`src/rtl/mod_arith_pkg.sv`:
```
// ============================================================================
//  Module   : mod_arith_pkg
//  Purpose  : Shared widths, FSM encoding and sizing helpers for the
//             digit-serial modular arithmetic blocks.
//  Revision : 1.0 - initial release
// ============================================================================
`default_nettype none

package mod_arith_pkg;

    localparam int c_w_default = 256;
    localparam int c_d_default = 64;

    typedef enum logic [1:0] {
        IDLE = 2'd0,
        RUN  = 2'd1,
        DONE = 2'd2
    } state_t;

    function automatic int ndig(input int w, input int d);
        return w / d;
    endfunction

    function automatic int cnt_width(input int n);
        return (n > 1) ? $clog2(n) : 1;
    endfunction

endpackage

`default_nettype wire

```
`src/rtl/digit_subadd.sv`:
```
// ============================================================================
//  Module   : digit_subadd
//  Purpose  : One D-bit digit of a - b - bw followed by d + q + cy.
//  Revision : 1.0 - initial release
// ============================================================================
`default_nettype none

module digit_subadd #(
    parameter int D = 64
) (
    input  logic [D-1:0] a_i,
    input  logic [D-1:0] b_i,
    input  logic [D-1:0] q_i,
    input  logic         bw_in,
    input  logic         cy_in,
    output logic [D-1:0] d_i,
    output logic [D-1:0] e_i,
    output logic         bw_out,
    output logic         cy_out
);

    logic [D:0] w_diff;
    logic [D:0] w_sum;

    // D+1-bit difference: the top bit is set exactly when the digit borrows
    assign w_diff = {1'b0, a_i} - {1'b0, b_i} - {{D{1'b0}}, bw_in};
    assign d_i    = w_diff[D-1:0];
    assign bw_out = w_diff[D];

    assign w_sum  = {1'b0, w_diff[D-1:0]} + {1'b0, q_i} + {{D{1'b0}}, cy_in};
    assign e_i    = w_sum[D-1:0];
    assign cy_out = w_sum[D];

endmodule

`default_nettype wire

```
`src/rtl/mod_sub_serial.sv`:
```
// ============================================================================
//  Module   : mod_sub_serial
//  Purpose  : Digit-serial (a - b) mod q, D bits per cycle, LSB digit first,
//             with valid/ready handshakes on both sides.
//  Revision : 1.0 - initial release
// ============================================================================
`default_nettype none

module mod_sub_serial
    import mod_arith_pkg::*;
#(
    parameter int W = c_w_default,
    parameter int D = c_d_default
) (
    input  logic         clk,
    input  logic         reset,
    input  logic         in_valid,
    output logic         in_ready,
    input  logic [W-1:0] a,
    input  logic [W-1:0] b,
    input  logic [W-1:0] q,
    output logic         out_valid,
    input  logic         out_ready,
    output logic [W-1:0] result
);

    localparam int                 c_ndig  = ndig(W, D);
    localparam int                 c_cnt_w = cnt_width(c_ndig);
    localparam logic [c_cnt_w-1:0] c_last  = c_cnt_w'(c_ndig - 1);

    state_t             r_state;
    state_t             w_next_state;
    logic [W-1:0]       r_a, r_b, r_q;
    logic [W-1:0]       r_d, r_e;
    logic [W-1:0]       w_d_next, w_e_next;
    logic               r_bw, r_cy, r_sel;
    logic [c_cnt_w-1:0] r_cnt;
    logic               w_accept, w_last;
    logic [D-1:0]       w_d_i, w_e_i;
    logic               w_bw_out, w_cy_out;

    digit_subadd #(.D(D)) u_digit (
        .a_i    (r_a[D-1:0]),
        .b_i    (r_b[D-1:0]),
        .q_i    (r_q[D-1:0]),
        .bw_in  (r_bw),
        .cy_in  (r_cy),
        .d_i    (w_d_i),
        .e_i    (w_e_i),
        .bw_out (w_bw_out),
        .cy_out (w_cy_out)
    );

    // New digits enter at the MSB end so digit 0 lands at the LSB after NDIG shifts
    generate
        if (c_ndig == 1) begin : g_single_digit
            assign w_d_next = w_d_i;
            assign w_e_next = w_e_i;
        end else begin : g_multi_digit
            assign w_d_next = {w_d_i, r_d[W-1:D]};
            assign w_e_next = {w_e_i, r_e[W-1:D]};
        end
    endgenerate

    assign w_accept = in_valid && in_ready;
    assign w_last   = (r_cnt == c_last);
    assign result   = r_sel ? r_e : r_d;

    always_ff @(posedge clk) begin
        if (reset) begin
            r_state <= IDLE;
        end else begin
            r_state <= w_next_state;
        end
    end

    always_comb begin
        w_next_state = r_state;
        in_ready     = 1'b0;
        out_valid    = 1'b0;
        case (r_state)
            IDLE: begin
                in_ready = 1'b1;
                if (in_valid) begin
                    w_next_state = RUN;
                end
            end
            RUN: begin
                if (w_last) begin
                    w_next_state = DONE;
                end
            end
            DONE: begin
                out_valid = 1'b1;
                if (out_ready) begin
                    w_next_state = IDLE;
                end
            end
            default: w_next_state = IDLE;
        endcase
    end

    always_ff @(posedge clk) begin
        if (reset) begin
            r_a   <= '0;
            r_b   <= '0;
            r_q   <= '0;
            r_d   <= '0;
            r_e   <= '0;
            r_bw  <= 1'b0;
            r_cy  <= 1'b0;
            r_sel <= 1'b0;
            r_cnt <= '0;
        end else if (w_accept) begin
            r_a   <= a;
            r_b   <= b;
            r_q   <= q;
            r_bw  <= 1'b0;
            r_cy  <= 1'b0;
            r_cnt <= '0;
        end else if (r_state == RUN) begin
            r_a   <= r_a >> D;
            r_b   <= r_b >> D;
            r_q   <= r_q >> D;
            r_d   <= w_d_next;
            r_e   <= w_e_next;
            r_bw  <= w_bw_out;
            r_cy  <= w_cy_out;
            r_cnt <= r_cnt + c_cnt_w'(1);
            // Final borrow means a < b, so the q-corrected value is the answer
            if (w_last) begin
                r_sel <= w_bw_out;
            end
        end
    end

endmodule

`default_nettype wire

```
`config.mk`:
```
export PLATFORM = sky130hd
export DESIGN_NAME = mod_sub_serial
export DESIGN_NICKNAME = d
export VERILOG_FILES = /design/src/rtl/mod_arith_pkg.sv /design/src/rtl/digit_subadd.sv /design/src/rtl/mod_sub_serial.sv
export SDC_FILE = /design/constraint.sdc
export NUM_CORES = 2
export LEC_CHECK = 0
export CORE_AREA = 2 2 402 404
export CTS_CLUSTER_SIZE = 24
export DETAILED_ROUTE_END_ITERATION = 12
export DIE_AREA = 0 0 404 406
export SETUP_SLACK_MARGIN = 0.2
export SLEW_MARGIN = 0
export SYNTH_ARGS = -nofsm -noshare
export SYNTH_HDL_FRONTEND = slang
export SYNTH_SLANG_ARGS = --single-unit
```
`constraint.sdc`:
```
create_clock -name clk -period 6.69 [get_ports clk]
set_input_delay 1.338 -clock clk [delete_from_list [all_inputs] [get_ports clk]]
set_output_delay 1.338 -clock clk [all_outputs]
set_load 0.005 [all_outputs]
```
==> metrics.md <==
| Metric | Value |
|---|---|
| Cts hold-fix bufs | `0` |
| Final Critical Period | `6.18 ns` |
| Number of cells on the worst hold path | `2` |
| Top delay family on crit path | `compound AO/OA/AOI/OAI gates` |
| Avg Cell Area, Syn | `7.90 µm²` |
| Max-slew violation count | `0` |
| GRT Residual Overflow | `0` |
| Peak supply drop | `258 µV` |
| Clk buf depth | `3` |
| # nets final | `9098` |
| Vias/cell | `5.40` |
| Ys async rst share | `0` |
| WP buf/inv | `3` |
| Final setup vio count | `0` |
| Clk slew on worst S/H paths | `0.07 ns` |
| Pre-Repair DR Iteration Count | `6` |
| Max_cap viols | `0` |
| FMAX | `162 MHz` |
| CP startpoint kind | `flip-flop` |
| Final worst path period share | `0.924` |
| CP arrival | `6.84 ns` |
| Die Span Y | `406 µm` |
| Initial DRC count | `4591` |
| Main synth FF type | `dfxtp_1` |
| PortBufs | `1029` |
| Final HPWL from detailed placement | `174000 µm` |
| WP data required | `7.35 ns` |
| Hold WS | `0.450 ns` |
| PwrDens | `307 nW/µm²` |
| DRC | `0` |
| RSZ-0062 raised after global routing | `no` |
| Final clock skew | `0.0392 ns` |
| Total power | `0.0232 W` |
| # clock sinks | `1287` |
| Synth Cell Area | `59100 µm²` |
| Area grow syn2layout | `28.0%` |
| Crit Path Max Fanout | `6` |
| DR vias | `56000` |
| Cell row count | `147` |
| Initial antenna violation count | `96` |
| DRT antenna net count | `0` |
| Total Wirelength | `237000 µm` |
| Yosys cell types | `79` |
| Root buf cell | `clkbuf_16` |
| Avg WL per Cell | `22.8 µm` |
| Number of global-route vias before repair | `52100` |
| Slowest cell on crit path | `o41ai_4` |
| Leak | `27.6 nW` |
| Critical hold path startpoint | `r_e[52]` |
| Reg2reg end | `r_e[247]` |
| Routability Congestion | `0.904` |
| H-tree depth | `4` |
| Worst-Skew Late Latency | `0.79 ns` |
| Seq/Total Area, Yosys | `0.436` |
| Synth Net Count | `8453` |
| Reg2reg start | `r_b[0]` |
| Setup TNS | `0 ns` |
| Core ar. | `160000 µm²` |
| Synthesis-stage register bit count | `1287` |
| Worst-Margin Slew | `1.22 ns` |
| YS warnings | `0` |
| Boundary pin count | `1030` |
| Min-Delay Endpoint | `r_e[52]` |
| CTS tree | `done` |
| Pin count of the biggest net entering global routing | `198` |
| R2r setup slk | `0.51 ns` |
| CTS buffer count | `147` |
| Relative slew slack | `0.189` |
| First-pass GRT wire length | `342000 µm` |
| Share of layout cells above drive strength 1 | `0.0739` |
| Worst Hold Class | `flip-flop to flip-flop` |
| DIE AREA | `164000 µm²` |
| GR Util All Layers | `0.276` |
| Die Span X | `404 µm` |
| Setup crit end kind | `flip-flop` |
| Max incr delay on CP | `0.54 ns` |
| Status | `complete, no violations` |
| Crit path kind | `flip-flop to flip-flop` |
| Post-Syn Instances | `7487` |
| Fin. Hold Viols | `0` |
| Starting density of the core | `0.370` |
| Worst-case reg-to-reg path depth | `26` |
| Post-synth EDFFs | `0` |
-- kinds of logic after synthesis --
group,share of synthesized area
AO/OA/AOI/OAI,0.223
XOR/XNOR,0.0166
adder cells (fa/ha/maj),0.0415
buffers and inverters,0.0529
flip-flops,0.436
multiplexers,0.0491
AND/OR/NAND/NOR,0.182
-- metal layers --
layer	vias to the layer above	GRT usage	wire, µm	share of wire
li1	27300	-	-	-
met1	26700	0.367	105000	0.44
met2	1661	0.440	109000	0.46
met3	376	0.0589	14900	0.063
met4	66	0.0954	7210	0.030
met5	-	0	444	0.0019
-- state kept, by name, summed over array words and instances (netlist names) --
name     count
r_a        256
r_cnt        2
r_bw         1
r_state      2
r_q        256
r_cy         1
r_e        256
r_b        256
r_d        256
r_sel        1
-- cell usage in the layout (no fill, tap or decap), types with 64 or more instances in the layout --
cell type,synthesis,routed
nand2_1,1990,1989
dfxtp_1,1287,1286
a21oi_1,1184,1182
clkdlybuf4s50_1,0,1028
a22oi_1,389,389
nor2_1,299,295
mux2_2,256,256
nand3_1,227,227
inv_1,219,219
a311oi_1,195,195
ha_1,190,187
clkbuf_16,0,152
o21ai_0,110,108
xnor2_1,71,70
a21o_1,64,64
-- cell usage after synthesis (all sizes together), types with 23 or more instances --
master / instances / area share
a22o: 27 / 0.0040
xor2: 41 / 0.0061
inv: 219 / 0.014
o21ai: 119 / 0.010
nor2: 299 / 0.019
nand4: 39 / 0.0041
dfxtp: 1287 / 0.44
ha: 190 / 0.040
nand3: 227 / 0.019
a21oi: 1186 / 0.10
mux2: 256 / 0.049
xnor2: 71 / 0.011
a311oi: 195 / 0.029
nor3: 31 / 0.0027
buf: 31 / 0.0024
nand2: 1990 / 0.13
a21o: 64 / 0.0081
o21bai: 23 / 0.0029
a22oi: 389 / 0.049
clkbuf: 578 / 0.037
-- stage by stage --
step / cells / cell area [µm²] / util / worst slack (ns)
final: 10400 / 75700 / 0.474 / 0.510
after global placement: 10100 / 70600 / 0.442 / 0.200
after global routing: 10400 / 75700 / 0.474 / 0.266
after CTS: 10300 / 75500 / 0.473 / 0.255
after detailed placement: 10100 / 70600 / 0.442 / 0.174
after floorplan: 7487 / 59100 / - / 1.09
-- worst min-delay path: cells and delay by family, from the launching register on --
kind,cells,cell delay (ns)
AO/OA/AOI/OAI,1,0.05
flip-flops,1,0.30
AND/OR/NAND/NOR,1,0.05
-- area by class of cell --
class | instances | area, µm²
antenna | 45 | 113
clock buffer | 219 | 4360
sequential | 1287 | 25800
inverter | 219 | 822
timing repair buffer | 1105 | 11100
fill | 15900 | 83900
tap | 2086 | 2610
multi-input combinational | 5372 | 30400
clock inverter | 44 | 544
-- power by group --
group          leakage (nW)  total (W)  internal [W]  switching, W
Sequential             10.5    0.00873       0.00824      0.000494
Combinational          14.6    0.00624       0.00241       0.00383
Clock                  2.41    0.00827       0.00486       0.00341
-- worst max-delay path by stage --
stage,from,end,slack (ns),cells after the start
after detailed placement,r_b[0],r_e[251],0.17,25
final,r_b[0],r_e[247],0.51,26
after floorplan,r_b[0],r_e[255],1.09,26
after global routing,r_b[0],r_e[251],0.27,26
after global placement,r_b[0],r_e[251],0.20,25
after CTS,r_b[0],r_e[252],0.26,26
-- timing repair --
item,4_1_cts,5_1_grt
pin swaps,0,7
setup endpoints to repair,2,18
buffers inserted,0,4
gates cloned,0,0
resized for setup,1,18
Note: power is estimated with default switching activity, not from simulation.
